--- config.mk ---
export PLATFORM = sky130hd
export DESIGN_NAME = tick_gen_multi
export DESIGN_NICKNAME = d
export VERILOG_FILES = /design/src/rtl/tick_gen_pkg.sv /design/src/rtl/tick_channel.sv /design/src/rtl/tick_gen_multi.sv
export SDC_FILE = /design/constraint.sdc
export NUM_CORES = 1
export LEC_CHECK = 0
export CAP_MARGIN = 5
export CORE_UTILIZATION = 35
export CTS_CLUSTER_SIZE = 24
export DETAILED_ROUTE_END_ITERATION = 8
export GPL_ROUTABILITY_DRIVEN = 0
export GPL_TIMING_DRIVEN = 0
export PLACE_DENSITY = 0.56
export SLEW_MARGIN = 20
export SYNTH_ARGS = -nofsm -noshare
export SYNTH_HDL_FRONTEND = slang
export SYNTH_HIERARCHICAL = 1
export SYNTH_SLANG_ARGS = --single-unit
--- constraint.sdc ---
create_clock -name clk -period 4 [get_ports clk]
set_input_delay 0.6 -clock clk [delete_from_list [all_inputs] [get_ports clk]]
set_output_delay 0.6 -clock clk [all_outputs]
set_load 0.005 [all_outputs]
--- src/rtl/tick_gen_pkg.sv ---
// Shared definitions for the multi-channel tick generator: channel modes and
// the decode of the raw configuration mode field.
package tick_gen_pkg;

  typedef enum logic [1:0] {
    MODE_OFF      = 2'd0,
    MODE_PERIODIC = 2'd1,
    MODE_ONESHOT  = 2'd2
  } mode_e;

  // The reserved encoding 3 behaves as OFF.
  function automatic mode_e decode_mode(input logic [1:0] raw);
    case (raw)
      2'd1:    return MODE_PERIODIC;
      2'd2:    return MODE_ONESHOT;
      default: return MODE_OFF;
    endcase
  endfunction

endpackage

--- src/rtl/tick_channel.sv ---
// One tick channel: holds mode, divisor and phase counter, and emits a
// registered one-cycle tick once every div cycles.
module tick_channel
  import tick_gen_pkg::*;
#(
  parameter int                   DIV_WIDTH   = 24,
  parameter logic [DIV_WIDTH-1:0] DEFAULT_DIV = {{(DIV_WIDTH-1){1'b0}}, 1'b1}
) (
  input  logic                 clk,
  input  logic                 rst_n,
  input  logic                 restart,
  input  logic                 load,
  input  logic [1:0]           load_mode,
  input  logic [DIV_WIDTH-1:0] load_div,
  output logic                 tick,
  output logic                 busy
);

  localparam logic [DIV_WIDTH-1:0] ONE = {{(DIV_WIDTH-1){1'b0}}, 1'b1};

  mode_e                mode_q, mode_d;
  logic [DIV_WIDTH-1:0] div_q, div_d;
  logic [DIV_WIDTH-1:0] cnt_q, cnt_d;
  logic                 tick_q, tick_d;
  logic [DIV_WIDTH-1:0] div_last;
  logic [DIV_WIDTH-1:0] cnt_step;
  logic                 fire;

  // The tick is registered together with the counter reaching div-1, so it is
  // high during the div-th cycle after a restart; the counter wraps afterwards.
  always_comb begin
    div_last = div_q - ONE;
    cnt_step = (cnt_q == div_last) ? '0 : cnt_q + ONE;
    fire     = (cnt_step == div_last);
    mode_d   = mode_q;
    div_d    = div_q;
    cnt_d    = cnt_q;
    tick_d   = 1'b0;
    if (load) begin
      mode_d = mode_e'(load_mode);
      div_d  = load_div;
      cnt_d  = '0;
    end else if (mode_q == MODE_OFF || restart) begin
      cnt_d = '0;
    end else begin
      cnt_d  = cnt_step;
      tick_d = fire;
      if (fire && mode_q == MODE_ONESHOT) begin
        mode_d = MODE_OFF;
      end
    end
  end

  always_ff @(posedge clk) begin
    if (!rst_n) begin
      mode_q <= MODE_PERIODIC;
      div_q  <= DEFAULT_DIV;
      cnt_q  <= '0;
      tick_q <= 1'b0;
    end else begin
      mode_q <= mode_d;
      div_q  <= div_d;
      cnt_q  <= cnt_d;
      tick_q <= tick_d;
    end
  end

  assign tick = tick_q;
  assign busy = (mode_q == MODE_ONESHOT);

endmodule

--- src/rtl/tick_gen_multi.sv ---
// Multi-channel tick generator: configuration handshake, request validation and
// global phase sync in front of NUM_CH independent tick channels.
module tick_gen_multi
  import tick_gen_pkg::*;
#(
  parameter int CLK_FREQ  = 100_000_000,
  parameter int OUT_FREQ  = 9600,
  parameter int NUM_CH    = 4,
  parameter int DIV_WIDTH = 24
) (
  input  logic                 clk,
  input  logic                 rst_n,
  input  logic                 sync,
  input  logic                 cfg_valid,
  output logic                 cfg_ready,
  input  logic [3:0]           cfg_ch,
  input  logic [DIV_WIDTH-1:0] cfg_div,
  input  logic [1:0]           cfg_mode,
  output logic [NUM_CH-1:0]    tick,
  output logic [NUM_CH-1:0]    busy,
  output logic                 cfg_err
);

  localparam int                   DEFAULT_DIV_INT = CLK_FREQ / OUT_FREQ;
  localparam longint               DIV_MAX         = (longint'(1) << DIV_WIDTH) - 1;
  localparam logic [DIV_WIDTH-1:0] DEFAULT_DIV     = DIV_WIDTH'(DEFAULT_DIV_INT);

  if (DEFAULT_DIV_INT < 1 || longint'(DEFAULT_DIV_INT) > DIV_MAX) begin : g_bad_default_div
    $error("tick_gen_multi: CLK_FREQ/OUT_FREQ must be >= 1 and fit DIV_WIDTH bits");
  end
  if (NUM_CH < 1 || NUM_CH > 16) begin : g_bad_num_ch
    $error("tick_gen_multi: NUM_CH must be in 1..16");
  end

  logic       ready_q, ready_d;
  logic       err_q, err_d;
  logic       init_q, init_d;
  logic       accept;
  logic       cfg_bad;
  logic       load_ok;
  logic       restart;
  logic [1:0] load_mode;

  // init_q marks the first edge after reset release so every channel restarts
  // its phase there, exactly like a sync.
  always_comb begin
    accept    = cfg_valid && ready_q;
    cfg_bad   = (cfg_div == '0) || (int'(cfg_ch) >= NUM_CH);
    load_ok   = accept && !cfg_bad;
    restart   = sync || init_q;
    load_mode = decode_mode(cfg_mode);
    ready_d   = !accept;
    err_d     = accept && cfg_bad;
    init_d    = 1'b0;
  end

  always_ff @(posedge clk) begin
    if (!rst_n) begin
      ready_q <= 1'b1;
      err_q   <= 1'b0;
      init_q  <= 1'b1;
    end else begin
      ready_q <= ready_d;
      err_q   <= err_d;
      init_q  <= init_d;
    end
  end

  assign cfg_ready = ready_q;
  assign cfg_err   = err_q;

  for (genvar gi = 0; gi < NUM_CH; gi++) begin : g_ch
    tick_channel #(
      .DIV_WIDTH   (DIV_WIDTH),
      .DEFAULT_DIV (DEFAULT_DIV)
    ) u_ch (
      .clk       (clk),
      .rst_n     (rst_n),
      .restart   (restart),
      .load      (load_ok && (cfg_ch == 4'(gi))),
      .load_mode (load_mode),
      .load_div  (cfg_div),
      .tick      (tick[gi]),
      .busy      (busy[gi])
    );
  end

endmodule

==> results.toml <==
[power_and_ir_drop]
combinationalPowerShare_pct = 7.7
pwr-share-clk_pct = 50.3
power.internal_mw = 3.77
ir_drop_uv = 289
seq_power_share_pct = 42.0
switching_share_pct = 24.6
p_per_area_nw_per_um2 = 253
switchingPower_mw = 1.23
p_leak_nw = 6.50

[logic_synthesis]
synthMuxAreaShare_pct = 6.37
synthCells = 2101
synth_xor_area_share_pct = 17.2
synth_cell_types = 85
synth_edf_count = 0
synth.top_cell.area_share_pct = 24.4
ys.flop_type = "dfxtp_1"
synth-compound-area-share_pct = 13.3
yosys-top-cells-area = "dfxtp_1 (24%), xnor2_1 (8.9%), xor2_1 (6.4%), mux2i_1 (6.4%), nor2_1 (5.5%)"
yosys.area_share.simple_pct = 34.0
yosysTopAreaCell = "dfxtp_1"
synthAdderAreaFrac_pct = 0.590
synth_most_common_cell = "nor2_1"
syn-num-nets = 2143
ys_warn_count = 6
synth_top_family_by_area = "simple AND/OR/NAND/NOR gates"
syn_area_sq_um = 17000
yosysSeqAreaShare_pct = 24.4
synth_common_cells = "nor2_1 (249), dfxtp_1 (207), xnor2_1 (173)"
async_reset_ff_share_pct = 0
synth-seq-cells = 207
avgSynthCellArea_sq_um = 8.08

[clock_tree]
clk_latency_ns = 0.56
clkTransAtPathRegs_ns = 0.06
clock-root-buffer = "clkbuf_16"
cts_num_sinks = 207
cts_buffers = 27
cts_tree = "yes"
htreeDepth = 1
cts_max_path_buffers = 3

[worst_setup_path]
critPathMaxFanout = 7
reg2reg_to = "g_ch[3].u_ch/mode_q[1]"
worstReg2RegStart = "g_ch[3].u_ch/div_q[18]"
endpoint = "g_ch[3].u_ch/mode_q[1]"
path_class = "reg -> reg"
ff2ff_setup_slack_ns = -0.02
reg2reg_depth = 14
critPathLaunchType = "register"
crit_arrival_ns = 4.48
endpoint_kind = "register"
cp-startpoint = "g_ch[3].u_ch/div_q[18]"
required_ns = 4.46

[timing]
rsz0062_at_grt = "yes"
hold_violations = 0
setup_viol = 1
worst_slew_pin_slew_ns = 1.06
finalWorstSetupSlack_ns = -0.0233
hold_ws_ns = 0.480
finalCritPeriodShare_pct = 101
setup-tns-final_ns = -0.0233
fin_skew_ns = 0.0236
min_period_ns = 4.02
fmax_ghz = 0.249
slew_headroom_pct = 28.1
finalMaxSlewViolations = 0

[global_routing]
grt_pass1_vias = 15390
antenna_found_initial = 0
grt_pass1_wl_mm = 88.2
globalRouteTotalUtil_pct = 22.4
grt_max_degree = 15
globalRouteOverflowTotal = 0

[detailed_routing]
drt-total-wl_mm = 57.0
vias = 16354
via_per_inst = 5.79
detail-route-antenna-nets = 0
wl_per_cell_um = 20.2
drtPass1Iterations = 5
drcViolationCount = 0
drtIter0Drc = 1365

[status]
status = "finished with violations"
violations = "negative setup slack"

[floorplan]
die_x_um = 222
rows = 80
die_h_um = 222
die_area_sq_um = 49400
ios = 44
core-area_sq_um = 47700
start_util_pct = 35.5

[layout]
fill_cells = 4840
fin_area_sq_um = 19800
areaGrowthSynthToFinish_pct = 16.6
antenna_cells = 0
drive_gt1_share_pct = 11.4
fin_nets = 2232

[hold_path]
min_path_type = "reg -> reg"

[placed_design]
io_buffer_count = 43
dp_slack_ns = -0.688
place_area_sq_um = 18200
dp_hpwl_mm = 43.9

[run]
max_cap_violations = 0
-- worst max-delay path: stages (launching register included) --
cell and delay [ns]:
dfxtp_1 0.29, clkbuf_1 0.20, or4_1 0.60, or3_4 0.38
o211ai_1 0.18, o2111ai_1 0.15, or4b_4 0.53, a2111oi_4 0.33
buf_4 0.21, buf_4 0.12, o211a_1 0.16, o22ai_2 0.09
and4b_1 0.33, a41oi_2 0.17, o21a_1 0.20
-- layer usage --
layer | track usage [%] | vias to the layer above | part of all wire [%]
met5 | 0 | - | 0
met4 | 6.99 | 0 | 3.3
met1 | 30.3 | 7927 | 45
met2 | 36.7 | 552 | 46
met3 | 2.99 | 101 | 6.1
li1 | - | 7774 | -
-- repair_timing --
| action | in CTS | in global routing |
|---|---|---|
| setup buffers | 9 | 13 |
| gates resized for setup | 55 | 63 |
| hold buffers | 0 | 0 |
| endpoints found under the setup margin | 91 | 91 |
| gates cloned | 1 | 0 |
| pin swaps | 11 | 21 |
-- registers in the layout (all words and copies together) (netlist names) --
name	flops
g_ch.u_ch/cnt_q	96
g_ch.u_ch/div_q	96
init_q	1
cfg_err	1
cfg_ready	1
g_ch.u_ch/mode_q	8
g_ch.u_ch/tick	4
-- layout by cell type (no fill, tap or decap), types with 10 or more instances in the layout --
master / instances
xnor3_1: 12
a31oi_1: 28
and4_1: 40
mux2i_1: 108
nand4_1: 54
nand3_1: 58
nor2b_1: 120
nor3_2: 14
nor3_1: 49
or4_1: 28
clkbuf_1: 79
clkdlybuf4s50_1: 43
nor2_1: 248
dfxtp_1: 200
o31ai_1: 17
inv_1: 36
nand3b_1: 14
nand2_1: 135
and2_1: 35
o21ai_0: 42
xnor2_1: 168
and3_1: 44
buf_2: 11
clkbuf_16: 27
o211ai_1: 17
o2111ai_1: 10
buf_4: 21
or2_2: 18
nor4_2: 18
nand2b_1: 16
nor4_1: 20
a21oi_1: 35
buf_6: 13
or3_1: 23
xor2_1: 124
-- worst min path at each step --
stage | start | endpoint | slack (ns) | cells after the start
6_report | cfg_ready | cfg_ready | 0.48 | 1
5_1_grt | g_ch[3].u_ch/cnt_q[0] | g_ch[3].u_ch/cnt_q[0] | 0.51 | 1
4_1_cts | cfg_ready | cfg_ready | 0.48 | 1
3_5_place_dp | cfg_ready | cfg_ready | 0.47 | 1
3_3_place_gp | g_ch[1].u_ch/cnt_q[0] | g_ch[1].u_ch/cnt_q[0] | 0.46 | 1
2_1_floorplan | g_ch[0].u_ch/cnt_q[0] | g_ch[0].u_ch/cnt_q[0] | 0.44 | 1
-- final cells by class --
class,count,area (sq um),share of cell area (%)
inverters,36,135,0.683
plain buffers,117,572,2.89
repair buffers,67,614,3.11
clock buffers,36,769,3.89
well taps,615,769,3.89
flip-flops and latches,207,4160,21.0
multi-input cells,1734,12600,63.8
clock inverters,12,151,0.765
-- metrics by stage --
step	power, mW	instances	utilization, %
final	5.00	2824	41.4
after CTS	5.06	2815	40.6
after global placement	2.50	2759	38.1
after floorplan	2.35	2101	-
after global routing	5.18	2824	41.4
after detailed placement	2.50	2760	38.1
-- power by group through the flow --
stage                     registers, mW  logic (mW)  clock network, mW
after floorplan                    2.14       0.214                  0
after global placement             2.14       0.357                  0
after detailed placement           2.14       0.362                  0
after CTS                          2.10       0.371               2.59
after global routing               2.10       0.411               2.67
final                              2.10       0.386               2.52
-- kinds of logic (layout without fill, tap and decap cells) --
| kind of cell | Yosys count | count (layout) |
|---|---|---|
| simple gates | 1021 | 1021 |
| xor+xnor | 311 | 311 |
| compound gates | 286 | 286 |
| flops | 207 | 207 |
| buf+inv | 160 | 268 |
| mux | 108 | 108 |
| fa+ha+maj | 8 | 8 |
Note: power is estimated with default switching activity, not from simulation.
